===== src/rtl/weight_fetch_pkg.sv =====
// Shared types and layer geometry for the weight fetch sequencer.
// Layer codes, counter width, FSM encoding, fan/node helpers.
package weight_fetch_pkg;

  localparam int WEIGHT_COUNTER_WIDTH = 11;

  typedef logic [WEIGHT_COUNTER_WIDTH-1:0] wcnt_t;

  localparam logic [1:0] LAYER_NONE    = 2'b00;
  localparam logic [1:0] LAYER_HIDDEN1 = 2'b01;
  localparam logic [1:0] LAYER_HIDDEN2 = 2'b10;
  localparam logic [1:0] LAYER_OUTPUT  = 2'b11;

  typedef enum logic [1:0] {
    ST_IDLE,
    ST_FETCH,
    ST_DRAIN,
    ST_DONE
  } state_t;

  // Fan-in of one node including its bias word.
  function automatic wcnt_t layer_fan(
    input logic [1:0] layer,
    input int         ni,
    input int         n1,
    input int         n2
  );
    wcnt_t f;
    f = '0;
    case (layer)
      LAYER_HIDDEN1: f = wcnt_t'(ni + 1);
      LAYER_HIDDEN2: f = wcnt_t'(n1 + 1);
      LAYER_OUTPUT:  f = wcnt_t'(n2 + 1);
      default:       f = '0;
    endcase
    return f;
  endfunction

  // Number of nodes whose weights live in the layer.
  function automatic wcnt_t layer_nodes(
    input logic [1:0] layer,
    input int         n1,
    input int         n2,
    input int         no
  );
    wcnt_t n;
    n = '0;
    case (layer)
      LAYER_HIDDEN1: n = wcnt_t'(n1);
      LAYER_HIDDEN2: n = wcnt_t'(n2);
      LAYER_OUTPUT:  n = wcnt_t'(no);
      default:       n = '0;
    endcase
    return n;
  endfunction

  // Total weight words in the layer.
  function automatic wcnt_t layer_total(
    input logic [1:0] layer,
    input int         ni,
    input int         n1,
    input int         n2,
    input int         no
  );
    int t;
    t = int'(layer_fan(layer, ni, n1, n2))
      * int'(layer_nodes(layer, n1, n2, no));
    return wcnt_t'(t);
  endfunction

endpackage


===== src/rtl/weight_fetch_if.sv =====
// Weight RAM request/response bus plus the downstream word stream.
// master = sequencer side, slave = RAM + consumer side.
interface weight_fetch_if
  import weight_fetch_pkg::*;
#(
  parameter int DATA_WIDTH     = 32,
  parameter int LAYER_WIDTH    = 2,
  parameter int NODE_IDX_WIDTH = 6
);

  logic                      o_ram_enable;
  logic                      o_rw_select;
  logic [LAYER_WIDTH-1:0]    o_ram_layer;
  wcnt_t                     o_ram_addr;

  logic                      i_weight_valid;
  logic [LAYER_WIDTH-1:0]    i_weight_layer;
  wcnt_t                     i_weight_addr;
  logic [DATA_WIDTH-1:0]     i_weight;

  logic                      o_valid;
  logic                      i_ready;
  logic [DATA_WIDTH-1:0]     o_weight;
  logic [NODE_IDX_WIDTH-1:0] o_node_idx;
  logic                      o_last_in_node;
  logic                      o_last;

  modport master (
    output o_ram_enable,
    output o_rw_select,
    output o_ram_layer,
    output o_ram_addr,
    input  i_weight_valid,
    input  i_weight_layer,
    input  i_weight_addr,
    input  i_weight,
    output o_valid,
    input  i_ready,
    output o_weight,
    output o_node_idx,
    output o_last_in_node,
    output o_last
  );

  modport slave (
    input  o_ram_enable,
    input  o_rw_select,
    input  o_ram_layer,
    input  o_ram_addr,
    output i_weight_valid,
    output i_weight_layer,
    output i_weight_addr,
    output i_weight,
    input  o_valid,
    output i_ready,
    input  o_weight,
    input  o_node_idx,
    input  o_last_in_node,
    input  o_last
  );

endinterface


===== src/rtl/weight_fetch_fifo.sv =====
// Small synchronous FIFO holding {tags, weight} response words.
// Exposes occupancy so the issuer can enforce its credit limit.
module weight_fetch_fifo #(
  parameter int W     = 40,
  parameter int DEPTH = 4,
  parameter int CNT_W = $clog2(DEPTH) + 1
) (
  input  logic             clk,
  input  logic             rst,
  input  logic             i_push,
  input  logic [W-1:0]     i_data,
  input  logic             i_pop,
  output logic [W-1:0]     o_data,
  output logic             o_empty,
  output logic             o_full,
  output logic [CNT_W-1:0] o_count
);

  localparam int PW = $clog2(DEPTH);

  logic [W-1:0]     mem_q [DEPTH];
  logic [PW-1:0]    wptr_q, wptr_d;
  logic [PW-1:0]    rptr_q, rptr_d;
  logic [CNT_W-1:0] cnt_q, cnt_d;
  logic             do_push, do_pop;

  assign o_empty = (cnt_q == '0);
  assign o_full  = (cnt_q == CNT_W'(DEPTH));
  assign o_count = cnt_q;
  assign o_data  = mem_q[rptr_q];

  // Pointer and occupancy update; a full push or empty pop is dropped.
  always_comb begin
    do_push = i_push && !o_full;
    do_pop  = i_pop && !o_empty;
    wptr_d  = wptr_q + PW'(do_push);
    rptr_d  = rptr_q + PW'(do_pop);
    cnt_d   = cnt_q;
    case ({do_push, do_pop})
      2'b10:   cnt_d = cnt_q + 1'b1;
      2'b01:   cnt_d = cnt_q - 1'b1;
      default: cnt_d = cnt_q;
    endcase
  end

  // Control state registers.
  always_ff @(posedge clk) begin
    if (rst) begin
      wptr_q <= '0;
      rptr_q <= '0;
      cnt_q  <= '0;
    end else begin
      wptr_q <= wptr_d;
      rptr_q <= rptr_d;
      cnt_q  <= cnt_d;
    end
  end

  // Storage array, no reset needed since occupancy guards reads.
  always_ff @(posedge clk) begin
    if (do_push) mem_q[wptr_q] <= i_data;
  end

endmodule


===== src/rtl/weight_fetch_sequencer.sv =====
// Weight RAM read initiator: walks a layer node-major, streams words out.
// Optional RESP_CHECK_EN adds a sticky response layer/address mismatch flag.
module weight_fetch_sequencer
  import weight_fetch_pkg::*;
#(
  parameter int DATA_WIDTH                    = 32,
  parameter int LAYER_WIDTH                   = 2,
  parameter int NUMBER_OF_INPUT_NODE          = 2,
  parameter int NUMBER_OF_HIDDEN_NODE_LAYER_1 = 32,
  parameter int NUMBER_OF_HIDDEN_NODE_LAYER_2 = 32,
  parameter int NUMBER_OF_OUTPUT_NODE         = 3,
  parameter int NODE_IDX_WIDTH                = 6,
  parameter int FIFO_DEPTH                    = 4
) (
  input  logic                   clk,
  input  logic                   rst,
  input  logic                   i_start,
  input  logic [LAYER_WIDTH-1:0] i_layer,
  output logic                   o_busy,
  output logic                   o_done,
  output logic                   o_err,
  weight_fetch_if.master         bus
);

  localparam int TAG_W = NODE_IDX_WIDTH + 2;
  localparam int FW    = TAG_W + DATA_WIDTH;
  localparam int CNT_W = $clog2(FIFO_DEPTH) + 1;
  localparam int OCC_W = CNT_W + 1;

  state_t                    state_q, state_d;
  logic [LAYER_WIDTH-1:0]    layer_q, layer_d;
  wcnt_t                     addr_q, addr_d;
  wcnt_t                     k_q, k_d;
  logic [NODE_IDX_WIDTH-1:0] node_q, node_d;
  logic                      inflight_q, inflight_d;
  logic [TAG_W-1:0]          tag_q, tag_d;

  wcnt_t            fan, addr_last;
  logic             credit, issue, start_acc;
  logic             last_k, last_a;
  logic [TAG_W-1:0] tag_now;
  logic [OCC_W-1:0] occ;

  logic             push, pop;
  logic [FW-1:0]    fifo_dout;
  logic             fifo_empty, fifo_full;
  logic [CNT_W-1:0] fifo_count;

  assign fan = layer_fan(2'(layer_q),
    NUMBER_OF_INPUT_NODE,
    NUMBER_OF_HIDDEN_NODE_LAYER_1,
    NUMBER_OF_HIDDEN_NODE_LAYER_2);
  assign addr_last = layer_total(2'(layer_q),
    NUMBER_OF_INPUT_NODE,
    NUMBER_OF_HIDDEN_NODE_LAYER_1,
    NUMBER_OF_HIDDEN_NODE_LAYER_2,
    NUMBER_OF_OUTPUT_NODE) - 1'b1;

  // Issue gating: buffered words plus an in-flight read must leave room.
  always_comb begin
    occ       = {1'b0, fifo_count} + OCC_W'(inflight_q);
    credit    = occ < OCC_W'(FIFO_DEPTH);
    issue     = (state_q == ST_FETCH) && credit;
    start_acc = (state_q == ST_IDLE) && i_start
             && (2'(i_layer) != LAYER_NONE);
    last_k    = (k_q == fan - 1'b1);
    last_a    = (addr_q == addr_last);
    tag_now   = {node_q, last_k, last_a};
  end

  // Walk FSM and address/node counters.
  always_comb begin
    state_d    = state_q;
    layer_d    = layer_q;
    addr_d     = addr_q;
    k_d        = k_q;
    node_d     = node_q;
    inflight_d = issue;
    tag_d      = issue ? tag_now : tag_q;
    unique case (state_q)
      ST_IDLE: begin
        if (start_acc) begin
          state_d = ST_FETCH;
          layer_d = i_layer;
          addr_d  = '0;
          k_d     = '0;
          node_d  = '0;
        end
      end
      ST_FETCH: begin
        if (issue) begin
          addr_d = addr_q + 1'b1;
          if (last_k) begin
            k_d    = '0;
            node_d = node_q + 1'b1;
          end else begin
            k_d = k_q + 1'b1;
          end
          if (last_a) state_d = ST_DRAIN;
        end
      end
      ST_DRAIN: begin
        if (fifo_empty && !inflight_q) state_d = ST_DONE;
      end
      ST_DONE: begin
        state_d = ST_IDLE;
      end
      default: state_d = ST_IDLE;
    endcase
  end

  // Sequencer state registers.
  always_ff @(posedge clk) begin
    if (rst) begin
      state_q    <= ST_IDLE;
      layer_q    <= '0;
      addr_q     <= '0;
      k_q        <= '0;
      node_q     <= '0;
      inflight_q <= 1'b0;
      tag_q      <= '0;
    end else begin
      state_q    <= state_d;
      layer_q    <= layer_d;
      addr_q     <= addr_d;
      k_q        <= k_d;
      node_q     <= node_d;
      inflight_q <= inflight_d;
      tag_q      <= tag_d;
    end
  end

  assign push = bus.i_weight_valid
             && ((state_q == ST_FETCH) || (state_q == ST_DRAIN));
  assign pop  = !fifo_empty && bus.i_ready;

  weight_fetch_fifo #(
    .W     (FW),
    .DEPTH (FIFO_DEPTH),
    .CNT_W (CNT_W)
  ) u_fifo (
    .clk     (clk),
    .rst     (rst),
    .i_push  (push),
    .i_data  ({tag_q, bus.i_weight}),
    .i_pop   (pop),
    .o_data  (fifo_dout),
    .o_empty (fifo_empty),
    .o_full  (fifo_full),
    .o_count (fifo_count)
  );

  assign o_busy = (state_q != ST_IDLE);
  assign o_done = (state_q == ST_DONE);

  assign bus.o_ram_enable = issue;
  assign bus.o_rw_select  = 1'b1;
  assign bus.o_ram_layer  = layer_q;
  assign bus.o_ram_addr   = addr_q;

  assign bus.o_valid = !fifo_empty;
  assign {bus.o_node_idx,
          bus.o_last_in_node,
          bus.o_last,
          bus.o_weight} = fifo_dout;

`ifdef RESP_CHECK_EN
  wcnt_t exp_addr_q, exp_addr_d;
  logic  err_q, err_d;

  // Sticky mismatch between echoed and expected layer/address.
  always_comb begin
    exp_addr_d = issue ? addr_q : exp_addr_q;
    err_d      = err_q;
    if (start_acc) begin
      err_d = 1'b0;
    end else if (push
      && ((bus.i_weight_layer != layer_q)
      || (bus.i_weight_addr != exp_addr_q))) begin
      err_d = 1'b1;
    end
  end

  // Response check registers.
  always_ff @(posedge clk) begin
    if (rst) begin
      exp_addr_q <= '0;
      err_q      <= 1'b0;
    end else begin
      exp_addr_q <= exp_addr_d;
      err_q      <= err_d;
    end
  end

  assign o_err = err_q;
`else
  assign o_err = 1'b0;
`endif

endmodule

===== src/flat_wrapper.sv =====
// flat-port wrapper written by rule: the top's interface ports become plain ports
module weight_fetch_sequencer_flat import weight_fetch_pkg::*;
#(
  parameter int DATA_WIDTH                    = 32,
  parameter int LAYER_WIDTH                   = 2,
  parameter int NUMBER_OF_INPUT_NODE          = 2,
  parameter int NUMBER_OF_HIDDEN_NODE_LAYER_1 = 32,
  parameter int NUMBER_OF_HIDDEN_NODE_LAYER_2 = 32,
  parameter int NUMBER_OF_OUTPUT_NODE         = 3,
  parameter int NODE_IDX_WIDTH                = 6,
  parameter int FIFO_DEPTH                    = 4
)
  (clk, rst, i_start, i_layer, o_busy, o_done, o_err, bus_o_ram_enable, bus_o_rw_select, bus_o_ram_layer, bus_o_ram_addr, bus_i_weight_valid, bus_i_weight_layer, bus_i_weight_addr, bus_i_weight, bus_o_valid, bus_i_ready, bus_o_weight, bus_o_node_idx, bus_o_last_in_node, bus_o_last);
  weight_fetch_if #(.DATA_WIDTH(DATA_WIDTH), .LAYER_WIDTH(LAYER_WIDTH), .NODE_IDX_WIDTH(NODE_IDX_WIDTH)) bus_i ();
  input  logic clk;
  input  logic rst;
  input  logic i_start;
  input  logic [LAYER_WIDTH-1:0] i_layer;
  output logic o_busy;
  output logic o_done;
  output logic o_err;
  output wire logic [$bits(bus_i.o_ram_enable)-1:0] bus_o_ram_enable;
  output wire logic [$bits(bus_i.o_rw_select)-1:0] bus_o_rw_select;
  output wire logic [$bits(bus_i.o_ram_layer)-1:0] bus_o_ram_layer;
  output wire logic [$bits(bus_i.o_ram_addr)-1:0] bus_o_ram_addr;
  input wire logic [$bits(bus_i.i_weight_valid)-1:0] bus_i_weight_valid;
  input wire logic [$bits(bus_i.i_weight_layer)-1:0] bus_i_weight_layer;
  input wire logic [$bits(bus_i.i_weight_addr)-1:0] bus_i_weight_addr;
  input wire logic [$bits(bus_i.i_weight)-1:0] bus_i_weight;
  output wire logic [$bits(bus_i.o_valid)-1:0] bus_o_valid;
  input wire logic [$bits(bus_i.i_ready)-1:0] bus_i_ready;
  output wire logic [$bits(bus_i.o_weight)-1:0] bus_o_weight;
  output wire logic [$bits(bus_i.o_node_idx)-1:0] bus_o_node_idx;
  output wire logic [$bits(bus_i.o_last_in_node)-1:0] bus_o_last_in_node;
  output wire logic [$bits(bus_i.o_last)-1:0] bus_o_last;
  assign bus_o_ram_enable = bus_i.o_ram_enable;
  assign bus_o_rw_select = bus_i.o_rw_select;
  assign bus_o_ram_layer = bus_i.o_ram_layer;
  assign bus_o_ram_addr = bus_i.o_ram_addr;
  assign bus_i.i_weight_valid = bus_i_weight_valid;
  assign bus_i.i_weight_layer = bus_i_weight_layer;
  assign bus_i.i_weight_addr = bus_i_weight_addr;
  assign bus_i.i_weight = bus_i_weight;
  assign bus_o_valid = bus_i.o_valid;
  assign bus_i.i_ready = bus_i_ready;
  assign bus_o_weight = bus_i.o_weight;
  assign bus_o_node_idx = bus_i.o_node_idx;
  assign bus_o_last_in_node = bus_i.o_last_in_node;
  assign bus_o_last = bus_i.o_last;
  weight_fetch_sequencer #(.DATA_WIDTH(DATA_WIDTH), .LAYER_WIDTH(LAYER_WIDTH), .NUMBER_OF_INPUT_NODE(NUMBER_OF_INPUT_NODE), .NUMBER_OF_HIDDEN_NODE_LAYER_1(NUMBER_OF_HIDDEN_NODE_LAYER_1), .NUMBER_OF_HIDDEN_NODE_LAYER_2(NUMBER_OF_HIDDEN_NODE_LAYER_2), .NUMBER_OF_OUTPUT_NODE(NUMBER_OF_OUTPUT_NODE), .NODE_IDX_WIDTH(NODE_IDX_WIDTH), .FIFO_DEPTH(FIFO_DEPTH)) u_core (.clk(clk), .rst(rst), .i_start(i_start), .i_layer(i_layer), .o_busy(o_busy), .o_done(o_done), .o_err(o_err), .bus(bus_i));
endmodule

===== config.mk =====
export PLATFORM = sky130hd
export DESIGN_NAME = weight_fetch_sequencer_flat
export DESIGN_NICKNAME = d
export VERILOG_FILES = /design/src/rtl/weight_fetch_pkg.sv /design/src/rtl/weight_fetch_if.sv /design/src/rtl/weight_fetch_fifo.sv /design/src/rtl/weight_fetch_sequencer.sv /design/src/flat_wrapper.sv
export SDC_FILE = /design/constraint.sdc
export NUM_CORES = 1
export LEC_CHECK = 0
export CAP_MARGIN = 20
export CORE_ASPECT_RATIO = 0.5
export CORE_MARGIN = 8
export CORE_UTILIZATION = 42
export DETAILED_ROUTE_END_ITERATION = 10
export PLACE_DENSITY_LB_ADDON = 0.1
export RECOVER_POWER = 25
export SKIP_LAST_GASP = 1
export SLEW_MARGIN = 5
export SYNTH_ARGS = -nofsm -noshare
export SYNTH_HDL_FRONTEND = slang
export SYNTH_SLANG_ARGS = --single-unit

===== constraint.sdc =====
create_clock -name clk -period 4.9 [get_ports clk]
set_input_delay 0.49 -clock clk [delete_from_list [all_inputs] [get_ports clk]]
set_output_delay 0.49 -clock clk [all_outputs]
set_load 0.1 [all_outputs]

==> results of run 1 <==
==> power by group <==
group | internal [W] | leakage, nW | switching [W] | total [W]
sequential | 0.00211 | 1.85 | 0.000172 | 0.00228
clock | 0.000809 | 0.297 | 0.000636 | 0.00144
combinational | 0.000728 | 1.21 | 0.00194 | 0.00266
total | 0.00365 | 3.35 | 0.00274 | 0.00639
==> per-layer routing <==
layer  vias to the layer above  track usage [%]
li1                       2234                -
met1                      2356             17.5
met2                        85             22.0
met3                        21             3.44
met4                         0             2.66
met5                         -                0
==> cells by family after synthesis <==
| family | Yosys count | synth area share, % |
|---|---|---|
| DFF | 208 | 68.7 |
| and+or+nand+nor | 144 | 8.68 |
| muxes | 49 | 11.8 |
| AOI/OAI and AO/OA | 48 | 3.88 |
| buffers and inverters | 36 | 1.85 |
| xor gates and xnor gates | 21 | 2.19 |
| adders and majority gates | 18 | 2.77 |
| other | 2 | 0.0895 |
==> how the worst min path moves through the flow <==
| stage | endpoint | slack (ns) | cells past startpoint |
|---|---|---|---|
| 6_report | u_core.node_q[5] | 0.48 | 1 |
| 2_1_floorplan | u_core.node_q[5] | 0.44 | 1 |
| 3_5_place_dp | u_core.node_q[5] | 0.46 | 1 |
| 4_1_cts | u_core.node_q[5] | 0.48 | 1 |
| 3_3_place_gp | u_core.node_q[5] | 0.45 | 1 |
| 5_1_grt | u_core.node_q[5] | 0.49 | 1 |
==> area by class of cell <==
cell class / count / area [um2] / area share (%)
clock inverter: 11 / 93.8 / 0.915
sequential: 208 / 5770 / 56.2
inverter: 12 / 45.0 / 0.439
tap: 266 / 333 / 3.24
timing repair buffer: 103 / 1010 / 9.85
clock buffer: 24 / 515 / 5.02
multi-input combinational: 282 / 2490 / 24.3
==> per-stage QoR <==
step / total power (W) / hold WS, ns / area [um2] / setup WS [ns] / std cells
4_1_cts: 0.00649 / 0.477 / 10300 / 1.09 / 906
3_3_place_gp: 0.00501 / 0.455 / 9650 / 1.65 / 871
3_5_place_dp: 0.00503 / 0.459 / 9650 / 1.62 / 871
5_1_grt: 0.00667 / 0.493 / 10300 / 0.895 / 906
6_report: 0.00639 / 0.483 / 10300 / 1.15 / 906
2_1_floorplan: 0.00439 / 0.439 / 8390 / 0.849 / 526
==> sequential cells by signal, summed over array words and instances (netlist names) <==
name / count
u_core.state_q: 2
u_core.u_fifo.o_count: 3
u_core.u_fifo.rptr_q: 2
u_core.bus.o_ram_addr: 11
u_core.tag_q: 8
u_core.bus.o_ram_layer: 2
u_core.u_fifo.wptr_q: 2
u_core.inflight_q: 1
u_core.k_q: 11
u_core.node_q: 6
u_core.u_fifo.mem_q: 160
==> cell usage in the layout (no fill, tap or decap), types with 3 or more instances in the layout <==
| cell | n |
|---|---|
| nor4_1 | 5 |
| nand3_1 | 21 |
| mux2i_1 | 9 |
| clkbuf_16 | 20 |
| o21ai_0 | 5 |
| nor2_1 | 35 |
| clkinv_1 | 3 |
| a31oi_1 | 5 |
| or2_2 | 3 |
| and2_1 | 3 |
| nand4b_1 | 3 |
| o21ai_1 | 4 |
| a21oi_1 | 13 |
| clkinv_2 | 4 |
| nor3_1 | 4 |
| nand2_1 | 34 |
| or3_1 | 4 |
| clkdlybuf4s50_1 | 76 |
| edfxtp_1 | 160 |
| nand4_1 | 10 |
| dfxtp_1 | 46 |
| o21a_1 | 3 |
| dlygate4sd3_1 | 19 |
| xnor2_1 | 13 |
| ha_1 | 17 |
| buf_4 | 8 |
| nor2b_1 | 5 |
| mux4_2 | 40 |
| inv_1 | 12 |
| or4_1 | 3 |
| nand2b_1 | 3 |
| clkbuf_1 | 4 |
| xor2_1 | 8 |
| a211o_1 | 3 |
==> critical path, cell delays in order (launching register included) <==
cell,delay (ns)
dfxtp_1,0.34
inv_1,0.10
ha_1,0.24
inv_1,0.13
a311o_1,0.53
inv_1,0.21
clkdlybuf4s50_1,1.22
==> out/summary.txt, run 1 <==
Post-synth EDFFs: 160
Critical Path Source: u_core.state_q[1]
Initial Util: 43.0%
Critical R2R Capture: u_core.u_fifo.mem_q[2][23]
Area Growth Syn to Fin: 22.3%
CTS tree: done
GR Util All Layers: 13.2%
CTS buffer count: 20
Post-DRT Antenna Nets: 0
Total Wirelength: 16600 um
vias in the first global route: 4834
Final setup violation count: 0
Cells after Synth: 526
Die W: 216 um
Reg2Reg Depth: 7
share of layout cells above drive strength 1: 14.2%
Highest Signal Layer: met4
DRC: 0
met1 WL: 7560 um
Hold Path Class: register to register
Top FF cell, synth: edfxtp_1
Max Fanout on Critical Path: 12
Placer Congestion: 0.772
fillers: 1619
Final Skew: 0.0103 ns
initial antenna violation count: 0
fmax: 0.266 GHz
status: finished clean
vias post-DR: 4696
initial drt markers: 237
Worst Path Class, Setup: register to primary output
max-slew violation count: 0
R2R Setup Slk: 2.43 ns
# IOs: 111
Worst-Skew Late Latency: 0.49 ns
Final Hold Vio Count: 0
CTS sink cnt: 208
final worst path period share: 76.6%
Finished Core Util: 52.6%
post-CTS setup buffer count: 0
Die Span Y: 116 um
Worst setup endpoint: bus_o_ram_enable
mapped cell area: 8390 um2
register area share after synthesis: 68.7%
post-DP HPWL: 10300 um
IR drop worst, VDD: 0.314 mV
H-tree levels: 1
via density per instance: 5.18
MaxCap Viol Count: 0
power per cell area: 623 nW/um2
Req. time, crit path: 4.41 ns
CTS Root Cell: clkbuf_16
max_slew headroom: 29.5%
PostCTS Resize Cnt: 0
startpoint of the worst hold path: u_core.node_q[5]
die area: 25000 um2
CTS max path bufs: 3
GR Overflow Total: 0
Commonest cells post-synth: 160 x edfxtp_1, 48 x dfxtp_1, 40 x mux4_2
synth unique cells: 54
largest net degree at the start of global routing: 42
post-synth top area share: 57.3%
first-pass GRT wire length: 26600 um
most frequent cell after synthesis: edfxtp_1
sum of negative setup slack: 0 ns
Synth warnings: 0
1st-pass router iterations: 5
RSZ-0062 raised after global routing: false
#FFs+latches synth: 208
critical path launch point type: register
syn_nets: 596
Rows: 36
Post-CTS Hold Buffers: 0
leakage power: 3.35 nW
Avg Cell Area, Syn: 15.9 um2
CP endpoint kind: primary output
min Tclk post-route: 3.75 ns
Yosys top cell by area: edfxtp_1
met2 WL post-DR: 8050 um
worst r2r src: u_core.state_q[1]
share of flip-flops with an asynchronous set or reset: 0%
metal3 WL: 769 um
WP data arrival: 3.26 ns
WL/cell: 18.4 um
CORE AREA: 19500 um2
worst-margin pin slew: 1.05 ns
number of antenna diodes: 0
top cells by area, synth: edfxtp_1 57%, dfxtp_1 11%, mux4_2 11%
clock slew at reported path FFs: 0.06 ns
nets@finish: 697
count of input and output buffers: 95
Power figures use the tool's default switching activity.
==> inputs of run 2 (changes only) <==
- clock period: 4.9 -> 3.05 ns (I/O delays scaled with it)
==> out/summary.txt, run 2 (synthesis gave the netlist of run 1 again) <==
vias post-DR: 4718 (was 4696)
area of the multi-input gates: 2500 um2 (was 2490 um2)
Placer Congestion: 0.805 (was 0.772)
status: finished clean (unchanged)
1st-pass router iterations: 4 (was 5)
most common cell after layout, fill and taps aside: edfxtp_1 (unchanged)
fmax: 0.371 GHz
Worst-Skew Late Latency: 0.49 ns (about the same)
via density per instance: 5.18 (about the same)
CP endpoint kind: primary output (unchanged)
GR Overflow Total: 0 (unchanged)
Post-DRT Antenna Nets: 0 (unchanged)
WL/cell: 18.5 um (was 18.4 um)
worst setup margin: 0.355 ns (was 1.15 ns)
Setup WS pre-CTS: 0.460 ns (was 1.62 ns)
placed insts: 876 (was 871)
R2R Setup Slk: 0.62 ns (was 2.43 ns)
min Tclk post-route: 2.69 ns
final worst path period share: 88.4%
critical path launch point type: register (unchanged)
FF/Latch Area: 5770 um2 (unchanged)
Hold Path Class: input port to register (was register to register)
initial antenna violation count: 0 (unchanged)
power per cell area: 1010 nW/um2 (was 623 nW/um2)
Largest register FFs: 160 (unchanged)
initial drt markers: 176 (was 237)
vias in the first global route: 4817 (was 4834)
MaxCap Viol Count: 0 (unchanged)
most frequent cells in the layout: 160 x edfxtp_1, 66 x buf_4, 46 x dfxtp_1 (was 160 x edfxtp_1, 76 x clkdlybuf4s50_1, 46 x dfxtp_1)
Total Wirelength: 16800 um (was 16600 um)
sum of negative setup slack: 0 ns (unchanged)
post-layout power: 0.0103 W (was 0.00639 W)
Final Non-Filler Cells: 911 (was 906)
Worst Path Class, Setup: register to primary output (unchanged)
Final Hold Vio Count: 0 (unchanged)
Area Growth Syn to Fin: 22.0% (was 22.3%)
IR drop worst, VDD: 0.545 mV (was 0.314 mV)
leakage power: 3.47 nW (was 3.35 nW)
Die W: 216 um (unchanged)
post-CTS setup buffer count: 0 (unchanged)
CORE AREA: 19500 um2 (unchanged)
Final Skew: 0.0183 ns (was 0.0103 ns)
nets@finish: 702 (was 697)
CTS Root Cell: clkbuf_16 (unchanged)
worst-margin pin slew: 0.662 ns (was 1.05 ns)
Initial Util: 43.0% (unchanged)
H-tree levels: 1 (unchanged)
count of input and output buffers: 95 (unchanged)
# IOs: 111 (unchanged)
CTS max path bufs: 3 (unchanged)
Max Fanout on Critical Path: 12 (unchanged)
max-slew violation count: 0 (unchanged)
fillers: 1618 (was 1619)
CTS buffer count: 20 (unchanged)
number of antenna diodes: 0 (unchanged)
PostCTS Resize Cnt: 0 (unchanged)
clock slew at reported path FFs: 0.06 ns (about the same)
Final setup violation count: 0 (unchanged)
Die Span Y: 116 um (unchanged)
RSZ-0062 raised after global routing: false (unchanged)
share of layout cells above drive strength 1: 23.4% (was 14.2%)
max_slew headroom: 55.7% (was 29.5%)
Rows: 36 (unchanged)
CTS tree: done (unchanged)
Post-CTS Hold Buffers: 0 (unchanged)
register with the most flip-flops: u_core.u_fifo.mem_q (unchanged)
WP data arrival: 2.39 ns (was 3.26 ns)
GR Util All Layers: 13.4% (was 13.2%)
first-pass GRT wire length: 26900 um (was 26600 um)
post-DP HPWL: 10900 um (was 10300 um)
DRC: 0 (unchanged)
die area: 25000 um2 (unchanged)
Req. time, crit path: 2.74 ns (was 4.41 ns)
largest net degree at the start of global routing: 41 (was 42)
CTS sink cnt: 208 (unchanged)
-- run 2: cell type report --
type,count,share of cell area [%]
clock buffers,25,5.08
clock inverters,10,1.08
inverters,12,0.440
multi-input cells,282,24.4
flip-flops and latches,208,56.4
well taps,266,3.25
repair buffers,108,9.34
-- run 2: where the power goes --
part	leakage [nW]	internal, W	switching, W
clock network	0.306	0.00138	0.00101
registers	1.85	0.00339	0.000180
logic	1.32	0.00111	0.00323
total	3.47	0.00589	0.00442
-- run 2: worst paths after layout --
kind,cells after the start,from,endpoint
worst min-delay path,1,bus_i_weight[8],u_core.u_fifo.mem_q[0][8]
worst max-delay path,6,u_core.state_q[1],bus_o_ram_enable
worst max register to register,7,u_core.state_q[1],u_core.node_q[3]
worst min register to register,1,u_core.node_q[5],u_core.node_q[5]
-- run 2: metal layers --
layer / up-vias / routed length [um] / track usage, %
met5: - / 0 / 0
met4: 0 / 159 / 2.48
met3: 15 / 804 / 3.49
met2: 93 / 8140 / 22.8
met1: 2362 / 7730 / 17.5
li1: 2248 / - / -
-- run 2: critical path, cell delays in order (launching register included) --
cell,delay (ns)
dfxtp_1,0.34
inv_1,0.10
ha_1,0.27
inv_1,0.14
a311o_1,0.54
inv_1,0.19
buf_4,0.33
-- run 2: per-stage QoR --
step	cell area (um2)	util [%]	hold WS, ns
finish	10200	52.5	0.464
global route	10200	52.5	0.489
CTS	10200	52.5	0.426
detailed placement	9600	49.2	0.479
global placement	9600	49.2	0.460
floorplan	8400	-	0.404
==> inputs of run 3 (changes only) <==
- CORE_UTILIZATION: 42 -> 50
==> out/summary.txt, run 3 (synthesis gave the netlist of run 1 again) <==
initial antenna violation count: 0 (unchanged)
Final Skew: 0.0173 ns (was 0.0183 ns)
critical path launch point type: register (unchanged)
Rows: 33 (was 36)
H-tree levels: 1 (unchanged)
max_slew headroom: 58.8% (was 55.7%)
min Tclk post-route: 2.72 ns (was 2.69 ns)
worst-margin pin slew: 0.618 ns (was 0.662 ns)
count of input and output buffers: 95 (unchanged)
largest net degree at the start of global routing: 41 (unchanged)
Placer Congestion: 0.765 (was 0.805)
Worst Path Class, Setup: register to primary output (unchanged)
vias in the first global route: 4808 (was 4817)
initial drt markers: 275 (was 176)
CTS max path bufs: 3 (unchanged)
PostCTS Resize Cnt: 0 (unchanged)
die area: 21400 um2 (was 25000 um2)
GR Util All Layers: 15.3% (was 13.4%)
Post-CTS Hold Buffers: 0 (unchanged)
CTS buffer count: 20 (unchanged)
Area Growth Syn to Fin: 21.5% (was 22.0%)
number of antenna diodes: 0 (unchanged)
CORE AREA: 16400 um2 (was 19500 um2)
Post-DRT Antenna Nets: 0 (unchanged)
CTS Root Cell: clkbuf_16 (unchanged)
Max Fanout on Critical Path: 12 (unchanged)
hold_ws: 0.472 ns (was 0.464 ns)
Final setup violation count: 0 (unchanged)
CTS sink cnt: 208 (unchanged)
nets@finish: 701 (was 702)
vias post-DR: 4721 (was 4718)
most frequent cells in the layout: 160 x edfxtp_1, 65 x buf_4, 46 x dfxtp_1 (was 160 x edfxtp_1, 66 x buf_4, 46 x dfxtp_1)
Largest register FFs: 160 (unchanged)
share of layout cells above drive strength 1: 23.9% (was 23.4%)
first-pass GRT wire length: 26100 um (was 26900 um)
DRC: 0 (unchanged)
max-slew violation count: 0 (unchanged)
CTS tree: done (unchanged)
Initial Util: 51.2% (was 43.0%)
power per cell area: 1010 nW/um2 (about the same)
via density per instance: 5.41 (was 5.18)
leakage power: 3.47 nW (about the same)
WL/cell: 18.7 um (was 18.5 um)
Die Span Y: 108 um (was 116 um)
post-CTS setup buffer count: 0 (unchanged)
post-layout power: 0.0103 W (about the same)
CP endpoint kind: primary output (unchanged)
GR Overflow Total: 0 (unchanged)
clock slew at reported path FFs: 0.06 ns (about the same)
Worst-Skew Late Latency: 0.50 ns (was 0.49 ns)
post-DP HPWL: 10300 um (was 10900 um)
MaxCap Viol Count: 0 (unchanged)
sum of negative setup slack: 0 ns (unchanged)
Req. time, crit path: 2.74 ns (about the same)
Total Wirelength: 16300 um (was 16800 um)
fmax: 0.367 GHz (was 0.371 GHz)
Hold Path Class: register to register (was input port to register)
Die W: 199 um (was 216 um)
WP data arrival: 2.42 ns (was 2.39 ns)
status: finished clean (unchanged)
final worst path period share: 89.3% (was 88.4%)
# IOs: 111 (unchanged)
register with the most flip-flops: u_core.u_fifo.mem_q (unchanged)
RSZ-0062 raised after global routing: false (unchanged)
IR drop worst, VDD: 0.759 mV (was 0.545 mV)
1st-pass router iterations: 4 (unchanged)
Final Hold Vio Count: 0 (unchanged)
most common cell after layout, fill and taps aside: edfxtp_1 (unchanged)
[run 3: cell count changes in the layout (fill, tap and decap cells not counted), sizes merged]
cell | before | now
clkinv | 7 | 11
buf | 70 | 69
clkbuf | 25 | 21
dlygate4sd3 | 29 | 27
clkinvlp | 0 | 1
clkdlybuf4s50 | 9 | 11
[run 3: final cells by class]
cell class / count / area (um2)
multi-input cells: 282 / 2500
inverters: 12 / 45.0
fillers: 1254 / 6200
repair buffers: 107 / 948
well taps: 227 / 284
clock buffers: 21 / 504
clock inverters: 15 / 143
flip-flops and latches: 208 / 5770
[run 3: through the flow]
stage | setup slack (ns) | std cells | util, % | area (um2)
2_1_floorplan | 0.216 | 526 | - | 8400
3_3_place_gp | 0.539 | 836 | 58.2 | 9540
3_5_place_dp | 0.513 | 836 | 58.2 | 9540
4_1_cts | 0.282 | 872 | 62.2 | 10200
5_1_grt | 0.129 | 872 | 62.2 | 10200
6_report | 0.327 | 872 | 62.2 | 10200
[run 3: worst max-delay path: stages, from the launching register on]
cell and delay (ns):
dfxtp_1 0.39, inv_1 0.10, ha_1 0.25, inv_1 0.17
a311o_1 0.54, inv_1 0.20, buf_4 0.28
[run 3: layer usage]
metal	global-route usage, %	routed length [um]
met2	25.3	7770
met4	2.89	205
met3	3.87	995
met5	0	0
met1	20.5	7370
[run 3: worst paths after layout]
kind,from,to,slack [ns],depth (start not counted)
setup / recovery,u_core.state_q[1],bus_o_ram_enable,0.33,6
hold / removal,u_core.node_q[5],u_core.node_q[5],0.47,1
setup reg to reg,u_core.state_q[0],u_core.k_q[9],0.64,7
hold reg to reg,u_core.node_q[5],u_core.node_q[5],0.47,1
[run 3: power breakdown]
part	switching, W	total [W]	internal (W)
registers	0.000159	0.00355	0.00339
logic	0.00325	0.00435	0.00110
clock network	0.00105	0.00244	0.00139
